$ cat src/rtl/fwl_pkg.sv
// Shared types and constants for the flowing-light LED controller family.
package fwl_pkg;

    typedef enum logic [1:0] {
        FWL_UP     = 2'b00,
        FWL_DOWN   = 2'b01,
        FWL_BOUNCE = 2'b10,
        FWL_FILL   = 2'b11
    } fwl_mode_e;

    typedef enum logic {
        DIR_UP   = 1'b0,
        DIR_DOWN = 1'b1
    } fwl_dir_e;

    localparam logic LED_ON = 1'b0;

endpackage

$ cat src/rtl/fwl_prescaler.sv
// Programmable step prescaler: emits a one-cycle step every div+1 enabled cycles.
module fwl_prescaler #(
    parameter int unsigned DIV_WIDTH = 24
) (
    input  logic                 clk,
    input  logic                 n_reset,
    input  logic                 en_i,
    input  logic                 load_i,
    input  logic [DIV_WIDTH-1:0] div_i,
    output logic                 step_c_o
);

    logic [DIV_WIDTH-1:0] cnt_q, cnt_d;

    assign step_c_o = en_i && (cnt_q == div_i);

    // load restarts the period even while disabled
    always_comb begin
        cnt_d = cnt_q;
        if (load_i) begin
            cnt_d = '0;
        end else if (step_c_o) begin
            cnt_d = '0;
        end else if (en_i) begin
            cnt_d = cnt_q + DIV_WIDTH'(1);
        end
    end

    always_ff @(posedge clk or negedge n_reset) begin
        if (!n_reset) begin
            cnt_q <= '0;
        end else begin
            cnt_q <= cnt_d;
        end
    end

endmodule

$ cat src/rtl/flowing_light_ctrl.sv
// N-bit active-low LED chaser with rotate-up/down, bounce and fill patterns.
// Bounce mode and its direction register exist only when FWL_BOUNCE_EN is defined.
module flowing_light_ctrl
    import fwl_pkg::*;
#(
    parameter int unsigned N_LEDS    = 16,
    parameter int unsigned DIV_WIDTH = 24,
    localparam int unsigned POS_W    = $clog2(N_LEDS)
) (
    input  logic                 clk,
    input  logic                 n_reset,
    input  logic                 en,
    input  logic                 load,
    input  logic [1:0]           mode,
    input  logic [DIV_WIDTH-1:0] div,
    output logic [N_LEDS-1:0]    out,
    output logic [POS_W-1:0]     pos,
    output logic                 wrap
);

    localparam logic [POS_W-1:0] POS_MAX = POS_W'(N_LEDS - 1);

    logic             step_c;
    logic [POS_W-1:0] pos_q, pos_d;
    logic             wrap_q, wrap_d;
    fwl_mode_e        mode_sel, mode_q, mode_d;
`ifdef FWL_BOUNCE_EN
    fwl_dir_e         dir_q, dir_d, dir_eff;
`endif

    fwl_prescaler #(
        .DIV_WIDTH(DIV_WIDTH)
    ) u_prescaler (
        .clk     (clk),
        .n_reset (n_reset),
        .en_i    (en),
        .load_i  (load),
        .div_i   (div),
        .step_c_o(step_c)
    );

    assign mode_sel = fwl_mode_e'(mode);

    // Next-state: the mode sampled on a step governs that same step
    always_comb begin
        pos_d  = pos_q;
        mode_d = mode_q;
        wrap_d = 1'b0;
`ifdef FWL_BOUNCE_EN
        dir_d   = dir_q;
        dir_eff = (mode_sel != mode_q) ? DIR_UP : dir_q;
`endif
        if (load) begin
            pos_d  = '0;
            mode_d = mode_sel;
`ifdef FWL_BOUNCE_EN
            dir_d  = DIR_UP;
`endif
        end else if (step_c) begin
            mode_d = mode_sel;
`ifdef FWL_BOUNCE_EN
            dir_d  = DIR_UP;
`endif
            case (mode_sel)
                FWL_DOWN: begin
                    if (pos_q == '0) begin
                        pos_d  = POS_MAX;
                        wrap_d = 1'b1;
                    end else begin
                        pos_d = pos_q - POS_W'(1);
                    end
                end
`ifdef FWL_BOUNCE_EN
                FWL_BOUNCE: begin
                    // Direction flips on arrival at an end, so the ends never dwell
                    if (dir_eff == DIR_UP) begin
                        if (pos_q == POS_MAX) begin
                            pos_d = pos_q - POS_W'(1);
                            dir_d = DIR_DOWN;
                        end else begin
                            pos_d = pos_q + POS_W'(1);
                            dir_d = (pos_d == POS_MAX) ? DIR_DOWN : DIR_UP;
                        end
                    end else begin
                        if (pos_q == '0) begin
                            pos_d = POS_W'(1);
                            dir_d = DIR_UP;
                        end else begin
                            pos_d = pos_q - POS_W'(1);
                            dir_d = (pos_d == '0) ? DIR_UP : DIR_DOWN;
                        end
                    end
                    wrap_d = (pos_d == '0);
                end
`endif
                default: begin
                    if (pos_q == POS_MAX) begin
                        pos_d  = '0;
                        wrap_d = 1'b1;
                    end else begin
                        pos_d = pos_q + POS_W'(1);
                    end
                end
            endcase
        end
    end

    always_ff @(posedge clk or negedge n_reset) begin
        if (!n_reset) begin
            pos_q  <= '0;
            mode_q <= FWL_UP;
            wrap_q <= 1'b0;
`ifdef FWL_BOUNCE_EN
            dir_q  <= DIR_UP;
`endif
        end else begin
            pos_q  <= pos_d;
            mode_q <= mode_d;
            wrap_q <= wrap_d;
`ifdef FWL_BOUNCE_EN
            dir_q  <= dir_d;
`endif
        end
    end

    // LED decode from registered position and mode
    always_comb begin
        out = '1;
        for (int unsigned i = 0; i < N_LEDS; i++) begin
            if (mode_q == FWL_FILL) begin
                if (POS_W'(i) <= pos_q) out[i] = LED_ON;
            end else if (POS_W'(i) == pos_q) begin
                out[i] = LED_ON;
            end
        end
    end

    assign pos  = pos_q;
    assign wrap = wrap_q;

endmodule

$ cat config.mk
export PLATFORM = sky130hd
export DESIGN_NAME = flowing_light_ctrl
export DESIGN_NICKNAME = d
export VERILOG_FILES = /design/src/rtl/fwl_pkg.sv /design/src/rtl/fwl_prescaler.sv /design/src/rtl/flowing_light_ctrl.sv
export SDC_FILE = /design/constraint.sdc
export NUM_CORES = 1
export LEC_CHECK = 0
export BUFFER_PORTS_ARGS = -buffer_cell sky130_fd_sc_hd__buf_2
export CORE_UTILIZATION = 40
export CTS_CLUSTER_DIAMETER = 40
export DETAILED_ROUTE_END_ITERATION = 8
export HOLD_SLACK_MARGIN = 0.12
export SKIP_LAST_GASP = 1
export SLEW_MARGIN = 20
export SYNTH_ARGS = -nofsm -noshare
export SYNTH_HDL_FRONTEND = slang
export SYNTH_HIERARCHICAL = 1
export SYNTH_SLANG_ARGS = --single-unit
export TNS_END_PERCENT = 50
$ cat constraint.sdc
create_clock -name clk -period 4.1 [get_ports clk]
set_clock_uncertainty 0.2 [all_clocks]
set_input_delay 0.205 -clock clk [delete_from_list [all_inputs] [get_ports clk]]
set_output_delay 0.205 -clock clk [all_outputs]
set_load 0.01 [all_outputs]
==> impl_metrics.yaml <==
timing:
  finalSetupViolations: 0
  min_period_over_period: 0.622
  worst_pin_slew_ps: 978
  maxSlewHeadroom: 0.348
  drv_slew: 0
  hold_viol: 0
  rsz0062_at_grt: "no"
  fmax_ghz: 0.392
  tns_ps: 0
  fin_crit_ps: 2550
logic_synthesis:
  synth_area_leaders: "dfrtp_1 34%, xnor2_1 8.7%, nand2_1 6.2%"
  synth_fp_nets: 303
  synth_area_per_cell_um2: 8.63
  synth_top_area_share: 0.337
  netlist-cell-type-count: 46
  synth_ff_type: "dfrtp_1"
  synth_cells: 267
  synth-edff-count: 0
  synth.largest_area_cell: "dfrtp_1"
  async_flop_share: 1.00
  synth_common_cells: "38 x nand2_1, 31 x dfrtp_1, 25 x nand3_1"
  synth_most_common_cell: "nand2_1"
  yosys_warnings: 6
  synth_seq_cells: 31
  synth_area_um2: 2300
  ys_seq_area_frac: 0.337
setup_path:
  timing.reg2reg.setup_slack_ps: 1550
  critPathKind: "reg2reg"
  arrival_ps: 2510
  cp.depth: 6
  r2r-start: "u_prescaler/cnt_q[20]"
  crit_path_end_kind: "flop"
  r2r-end: "u_prescaler/cnt_q[9]"
  worst-r2r-cell-count: 6
  crit_path_start_kind: "flop"
  cp_top_family: "compound AO/OA/AOI/OAI gates"
  cp_max_fo: 20
  cp_slowest_cell: "a21o_1"
  crit_chain: "xnor2_1 > nand4_1 > nor4_2 > a21o_1 > o22a_1 > mux2i_1"
  cp.buffers_inverters: 0
  required_ps: 4060
  cp_slowest_stage_delay_ps: 650
grt:
  antenna_found_initial: 0
  grt_pass1_wl_mm: 9.03
  grtUsageTotal: 0.190
  grt-ovfl-total: 0
  grt_max_degree: 32
  grt_pass1_vias: 1793
min_path:
  hp-class: "in2async"
final_layout:
  fill_cells: 546
  final_net_count: 348
  n_antenna_cell: 0
  drive_above_1_share: 0.228
  area_delta_synth_final_pct: 16.0
floorplan:
  dieWidth_um: 77.9
  initial_core_util: 0.416
  dieHeight_um: 77.9
  die_area_um2: 6070
  fp.coreArea_um2: 5540
  placementRows: 27
  ios: 51
drt:
  dr.pass1.iters: 4
  first_iter_violations: 73
  vias_per_cell: 5.34
  vias: 2049
  wl_per_cell_um: 14.2
  antenna_left: 0
  drcViolationCount: 0
  routed_wl_mm: 5.46
clocking:
  htreeDepth: 2
  cts_root_buffer: "clkbuf_8"
  post-cts-setup-buffer-count: 0
  holdBufCountCts: 5
  cts_resized: 0
  cts.clk_slew.worst_paths_ps: 70
  cts_buffers: 5
  clkLatencyLatePin_ps: 280
  cts_sinks: 31
  clk_path_buf_depth: 2
  cts_tree: "built"
placement:
  port_buffers: 50
  dp.final_hpwl_mm: 3.87
  place.gp.congestion: 0.735
power_and_ir_drop:
  ir_worst_vdd_mv: 0.149
  total_power_w: 0.000633
  power_density_nw_per_um2: 237
  leakage_nw: 1.08
run:
  maxCapViolCount: 0
outcome:
  status: "finished clean"
[placed cells by master, fill, tap and decap left out, types with 3 or more instances in the layout]
master          n
nor2b_1         3
inv_1           6
buf_2          50
nand3_1        25
nand4_1         6
dlygate4sd3_1   5
a21oi_1        10
ha_1            6
a21o_1          6
clkbuf_8        6
o31ai_1         3
o311ai_1        7
nor3_1          3
nand2_1        38
o21ai_0        13
or3_1           5
and3_1          6
and2_1          3
mux2i_1         3
xor2_1          5
a211oi_1        3
xnor2_1        23
and4_1          3
nor2_1          8
mux2_2          4
dfrtp_1        31
[final cells by class]
class	count	area [um^2]	area share
Multi-Input combinational cell	212	1390	0.521
Clock inverter	1	5.00	0.00187
Timing Repair Buffer	55	300	0.112
Sequential cell	31	776	0.290
Tap cell	72	90.1	0.0337
Inverter	7	26.3	0.00984
Clock buffer	6	82.6	0.0309
[flip-flops by register name (all words and copies together) (netlist names)]
signal / flops
pos: 4
mode_q: 2
u_prescaler/cnt_q: 24
wrap: 1
[layer usage]
| layer | track usage | part of all wire | up-vias | wire (um) |
|---|---|---|---|---|
| met2 | 0.286 | 0.44 | 56 | 2420 |
| li1 | - | - | 1038 | - |
| met5 | 0 | 0 | - | 0 |
| met3 | 0.0353 | 0.042 | 6 | 232 |
| met4 | 0.0566 | 0.012 | 0 | 65 |
| met1 | 0.275 | 0.50 | 949 | 2740 |
[power by group]
group          internal [W]  switching, W   total, W
Combinational     0.0000322     0.0000409  0.0000731
Clock              0.000132      0.000115   0.000247
Sequential         0.000309    0.00000347   0.000313
Total              0.000473      0.000159   0.000633
[worst reg2reg max path: stages, from the launching register on]
cell     delay (ps)
dfrtp_1         440
xnor2_1         180
nand4_1         150
nor4_2          500
a21o_1          650
o22a_1          250
mux2i_1          70
[worst max path at each step]
| stage | from | end | slack [ps] |
|---|---|---|---|
| 4_1_cts | u_prescaler/cnt_q[20] | u_prescaler/cnt_q[9] | 1590 |
| 5_1_grt | u_prescaler/cnt_q[20] | pos[2] | 1340 |
| 2_1_floorplan | u_prescaler/cnt_q[18] | pos[2] | 1930 |
| 3_5_place_dp | u_prescaler/cnt_q[20] | u_prescaler/cnt_q[9] | 1610 |
| 3_3_place_gp | u_prescaler/cnt_q[20] | pos[2] | 1650 |
| 6_report | u_prescaler/cnt_q[20] | u_prescaler/cnt_q[9] | 1550 |
[logic make-up (layout without fill, tap and decap cells)]
family                     count (synthesis)  after routing  synth area share
xor gates and xnor gates                  29             29             0.114
AOI/OAI and AO/OA                         58             58             0.168
buffers and inverters                     24             69            0.0603
adders and majority gates                  6              6            0.0326
muxes                                      7              7            0.0326
and+or+nand+nor                          112            112             0.256
DFF                                       31             31             0.337
[stage by stage]
step	std cells	cell area [um^2]	util	hold WS (ps)	setup slack (ps)
after floorplan	267	2300	-	-291	1930
after global placement	372	2530	0.457	110	1650
after detailed placement	372	2530	0.457	107	1610
after CTS	384	2670	0.482	310	1590
after global routing	384	2670	0.482	317	1340
final	384	2670	0.482	308	1550
(Power assumes the default switching activity.)
